<file path="config.mk">
export PLATFORM = sky130hd
export DESIGN_NAME = scroll_engine
export DESIGN_NICKNAME = d
export VERILOG_FILES = /design/src/rtl/scroll_engine.sv
export SDC_FILE = /design/constraint.sdc
export NUM_CORES = 1
export LEC_CHECK = 0
export BUFFER_PORTS_ARGS = -buffer_cell sky130_fd_sc_hd__buf_2
export CORE_MARGIN = 5
export CORE_UTILIZATION = 40
export CTS_CLUSTER_SIZE = 20
export DETAILED_ROUTE_END_ITERATION = 16
export GPL_TIMING_DRIVEN = 0
export SETUP_SLACK_MARGIN = 0.4
export SYNTH_ARGS = -nofsm -noshare
export SYNTH_HDL_FRONTEND = slang
export SYNTH_SLANG_ARGS = --single-unit
</file>
<file path="constraint.sdc">
create_clock -name clk -period 9.4 [get_ports clk]
set_input_delay 1.88 -clock clk [delete_from_list [all_inputs] [get_ports clk]]
set_output_delay 1.88 -clock clk [all_outputs]
set_load 0.05 [all_outputs]
</file>
<file path="src/rtl/scroll_engine.sv">
// scroll_engine: scrolls a row region of the console text RAM up or down,
// copying cells through a 1-cycle-latency read port and blanking vacated rows.
`ifndef CONSOLE_LINES
`define CONSOLE_LINES 25
`endif
`ifndef CONSOLE_COLUMNS
`define CONSOLE_COLUMNS 80
`endif

package scroll_pkg;
    typedef struct packed {
        logic       dir;
        logic [7:0] step;
        logic [7:0] top;
        logic [7:0] bottom;
        logic       reset;
    } Scrolling_t;
endpackage

module scroll_engine
    import scroll_pkg::*;
#(
    parameter int                LINES   = `CONSOLE_LINES,
    parameter int                COLUMNS = `CONSOLE_COLUMNS,
    parameter int                CELL_W  = 16,
    parameter logic [CELL_W-1:0] BLANK   = 16'h0020
) (
    input  logic              clk,
    input  logic              rst,
    input  logic              start,
    input  Scrolling_t        scrolling,
    output logic              busy,
    output logic              done,
    output logic [7:0]        rd_row,
    output logic [7:0]        rd_col,
    input  logic [CELL_W-1:0] rd_data,
    output logic              wr_en,
    output logic [7:0]        wr_row,
    output logic [7:0]        wr_col,
    output logic [CELL_W-1:0] wr_data
);

    typedef enum logic [2:0] {
        IDLE,
        SETUP,
        COPY,
        DRAIN,
        FILL,
        DONE
    } state_t;

    localparam logic [7:0] COL_LAST = 8'(COLUMNS - 1);

    state_t            state;
    Scrolling_t        req;
    logic [7:0]        cur_row;
    logic [7:0]        copy_last;
    logic [7:0]        fill_row;
    logic [7:0]        fill_last;
    logic              wr_copy;
    logic [CELL_W-1:0] wr_fill;

    logic [7:0] span;
    logic [7:0] n_c;
    logic       noop;
    logic [7:0] dst_first;
    logic [7:0] src_first;
    logic [7:0] dst_last;
    logic [7:0] fill_first;
    logic [7:0] fill_end;

    // Region geometry derived from the latched request during SETUP
    always_comb begin
        span = req.bottom - req.top + 8'd1;
        n_c  = (req.step < span) ? req.step : span;
        noop = req.reset
            || (req.step == 8'd0)
            || (req.top > req.bottom)
            || (int'(req.bottom) >= LINES);
        if (req.dir) begin
            dst_first  = req.top;
            src_first  = req.top + n_c;
            dst_last   = req.bottom - n_c;
            fill_first = req.bottom - n_c + 8'd1;
            fill_end   = req.bottom;
        end else begin
            dst_first  = req.bottom;
            src_first  = req.bottom - n_c;
            dst_last   = req.top + n_c;
            fill_first = req.top;
            fill_end   = req.top + n_c - 8'd1;
        end
    end

    // Copy writes forward the read data arriving this cycle
    assign wr_data = wr_copy ? rd_data : wr_fill;

    always_ff @(posedge clk or posedge rst) begin
        if (rst) begin
            state     <= IDLE;
            req       <= '0;
            busy      <= 1'b0;
            done      <= 1'b0;
            rd_row    <= 8'd0;
            rd_col    <= 8'd0;
            wr_en     <= 1'b0;
            wr_row    <= 8'd0;
            wr_col    <= 8'd0;
            wr_copy   <= 1'b0;
            wr_fill   <= '0;
            cur_row   <= 8'd0;
            copy_last <= 8'd0;
            fill_row  <= 8'd0;
            fill_last <= 8'd0;
        end else begin
            done <= 1'b0;
            unique case (state)
                IDLE: begin
                    wr_en <= 1'b0;
                    if (start) begin
                        req   <= scrolling;
                        busy  <= 1'b1;
                        state <= SETUP;
                    end
                end
                SETUP: begin
                    if (noop) begin
                        done  <= 1'b1;
                        state <= DONE;
                    end else begin
                        copy_last <= dst_last;
                        fill_row  <= fill_first;
                        fill_last <= fill_end;
                        if (n_c == span) begin
                            wr_en   <= 1'b1;
                            wr_copy <= 1'b0;
                            wr_fill <= BLANK;
                            wr_row  <= fill_first;
                            wr_col  <= 8'd0;
                            state   <= FILL;
                        end else begin
                            cur_row <= dst_first;
                            rd_row  <= src_first;
                            rd_col  <= 8'd0;
                            state   <= COPY;
                        end
                    end
                end
                COPY: begin
                    wr_en   <= 1'b1;
                    wr_copy <= 1'b1;
                    wr_row  <= cur_row;
                    wr_col  <= rd_col;
                    if (rd_col == COL_LAST) begin
                        if (cur_row == copy_last) begin
                            state <= DRAIN;
                        end else begin
                            rd_col <= 8'd0;
                            if (req.dir) begin
                                cur_row <= cur_row + 8'd1;
                                rd_row  <= rd_row + 8'd1;
                            end else begin
                                cur_row <= cur_row - 8'd1;
                                rd_row  <= rd_row - 8'd1;
                            end
                        end
                    end else begin
                        rd_col <= rd_col + 8'd1;
                    end
                end
                DRAIN: begin
                    wr_en   <= 1'b1;
                    wr_copy <= 1'b0;
                    wr_fill <= BLANK;
                    wr_row  <= fill_row;
                    wr_col  <= 8'd0;
                    state   <= FILL;
                end
                FILL: begin
                    if (wr_col == COL_LAST) begin
                        if (wr_row == fill_last) begin
                            wr_en <= 1'b0;
                            done  <= 1'b1;
                            state <= DONE;
                        end else begin
                            wr_row <= wr_row + 8'd1;
                            wr_col <= 8'd0;
                        end
                    end else begin
                        wr_col <= wr_col + 8'd1;
                    end
                end
                DONE: begin
                    wr_en <= 1'b0;
                    busy  <= 1'b0;
                    state <= IDLE;
                end
                default: state <= IDLE;
            endcase
        end
    end

endmodule

</file>
==> results.cfg <==
[sta]
report.final.slew_viol_count = 0
fin_skew_ns = 0.0144
fmax_mhz = 144
hold_viol = 0
period_minus_slack_ns = 6.95
relSlewSlack_pct = 11.4
rsz0062_at_grt = no
holdWs_ns = 0.467
worst_pin_slew_ns = 1.33
layout_setup_ws_ns = 2.45
setup_viol = 0
tns_ns = 0
layout_worst_path_cycle_share_pct = 74.0

[worst_setup_path]
worstPathArrival_ns = 7.26
crit_path_frequent_cell = a21o_1
end_kind = flop
slowest_delay_ns = 0.70
crit_fanout = 7
reg2reg_setup_slack_ns = 2.45
critPathLaunchType = flop
cpMaxStageDelayCell = or4b_2
critPathKind = reg -> reg
critPathRequiredTime_ns = 9.71

[synth]
muxShareOfSynthArea_pct = 6.29
yosys_register_bits = 98
synth_xor_area_share_pct = 8.58
yosysWarnings = 0
synthFlopType = dfrtp_1
ys_types = 70
yosys.area.top_type = dfrtp_1
synthSimpleGateAreaFrac_pct = 16.4
synth_edf_count = 0
synthAdderAreaFrac_pct = 11.5
synth.top_cell.area_share_pct = 32.9
synth_common_cells = dfrtp_1 (98), nand2_1 (94), o21ai_0 (74), ha_1 (59), nor2_1 (59)
synth_compound_area_share_pct = 20.2
synth_top_family_by_area = compound AO/OA/AOI/OAI gates
synth_fp_nets = 964
synth.area.top_cells = dfrtp_1 (33%), ha_1 (9.9%), o21ai_0 (5.0%), xnor2_1 (4.9%), nand2_1 (4.7%)
ys_async_sr_fraction_pct = 100
synth_area_per_cell_um2 = 8.74
yosysSeqAreaShare_pct = 32.9
yosysMostFrequentCell = dfrtp_1
synthCells = 854
syn_area_um2 = 7460

[floorplanning]
coreArea_um2 = 18500
fp.dieH_um = 147
ioPinCount = 96
start_util_pct = 40.3
dieArea_um2 = 21500
die_w_um = 147
placementRows = 50

[clock_tree]
post_cts_buffers = 0
cts_buffers = 9
ctsRootBufferMaster = clkbuf_16
clkSlewWorstSetupHoldPaths_ns = 0.08
clock_sinks = 98
post_cts_resized = 0
hold_buffers = 0
tritoncts = done
cts-htree-levels = 3
clk_path_buf_depth = 2
clk_latency_ns = 0.37

[final_layout]
final_nets = 1071
num_antenna_cells = 0
area_delta_synth_final_pct = 14.9
final_core_util_pct = 46.3
nFillCells = 1839
drive_gt1_share_pct = 15.5

[global_routing]
antenna_found_initial = 0
grtUsageTotal_pct = 20.2
grt_overflow = 0
grt_start_max_net_pins = 51
grt_pass1_wl_um = 34700
grt_pass1_vias = 6401

[detailed_routing]
drc = 0
wl_per_cell_um = 18.1
drt_iter0_drc = 411
wirelength_um = 21700
drt-pass1-iter-count = 5
detailroute.via_count = 6591
ant_nets = 0
vias_per_cell = 5.49

[placed_design]
place_worst_setup_slack_ns = 2.58
dpl.hpwl_um = 16800
port_buffers = 95
gp_congestion = 0.959

[min_path]
hp-class = reg -> reg

[job]
drv_cap = 0

[status]
status = completed
-- worst paths after layout --
path / startpoint / end / depth (start not counted)
max in group asynchronous: rst / cur_row[0] / 3
setup reg to reg: req[2] / wr_row[7] / 27
hold reg to reg: wr_fill[5] / wr_fill[5] / 1
min in group asynchronous: rst / wr_row[7] / 2
setup / recovery: req[2] / wr_row[7] / 27
hold / removal: wr_fill[5] / wr_fill[5] / 1
-- sequential cells by signal, summed over array words and instances (netlist names) --
register   cells
state          3
wr_en          1
busy           1
wr_row         8
rd_row         8
wr_copy        1
copy_last      8
rd_col         8
fill_row       8
fill_last      8
cur_row        8
wr_fill        1
wr_col         8
done           1
req           26
-- metrics by stage --
step,std cells,cell area [µm²]
2_1_floorplan,854,7460
3_3_place_gp,1183,8230
3_5_place_dp,1184,8270
4_1_cts,1200,8580
5_1_grt,1200,8580
6_report,1200,8580
-- critical path, delay by kind of cell, from the launching register on --
family	cells	cell delay, ns
buffers and inverters	4	0.34
multiplexers	1	0.26
AO/OA/AOI/OAI	9	1.91
adder cells (fa/ha/maj)	6	1.86
XOR/XNOR	2	0.62
AND/OR/NAND/NOR	5	1.32
flip-flops	1	0.58
-- cell type report --
class / count / area (µm²) / area share (%)
well taps: 234 / 293 / 3.41
flip-flops and latches: 98 / 2450 / 28.6
plain buffers: 32 / 123 / 1.43
inverters: 52 / 198 / 2.30
clock buffers: 9 / 225 / 2.63
multi-input cells: 672 / 4700 / 54.8
clock inverters: 7 / 81.3 / 0.948
repair buffers: 96 / 503 / 5.86
-- layout by cell type, fill, tap and decap left out, types with 6 or more instances in the layout --
cell type  instances
a211oi_1           6
a21o_1            22
a21oi_1           51
a31oi_1            6
and2_1            19
and3_1            10
buf_2             97
clkbuf_1          26
clkbuf_16          9
dfrtp_1           98
fa_1               6
ha_1              59
inv_1             50
mux2_2            23
mux2i_1           21
nand2_1           94
nand2b_1           6
nand3_1           22
nor2_1            59
nor3_1            15
nor4_1             8
o211ai_1          10
o21a_1            10
o21ai_0           74
o31ai_1            6
xnor2_1           42
xor2_1            26
-- cell families after synthesis --
logic type / Yosys count
xor gates and xnor gates: 70
adders and majority gates: 65
muxes: 44
buffers and inverters: 84
AOI/OAI and AO/OA: 233
DFF: 98
and+or+nand+nor: 260
-- routing by layer --
layer | GRT usage [%] | vias up | wire length, µm
li1 | - | 3258 | -
met1 | 29.0 | 3137 | 10600
met2 | 31.2 | 178 | 9610
met3 | 3.51 | 18 | 1270
met4 | 5.93 | 0 | 319
met5 | 0 | - | 0
Power is left out: the tool's default activity adds up to more than one toggle a clock period on the data nets, which glitch-free logic cannot reach.
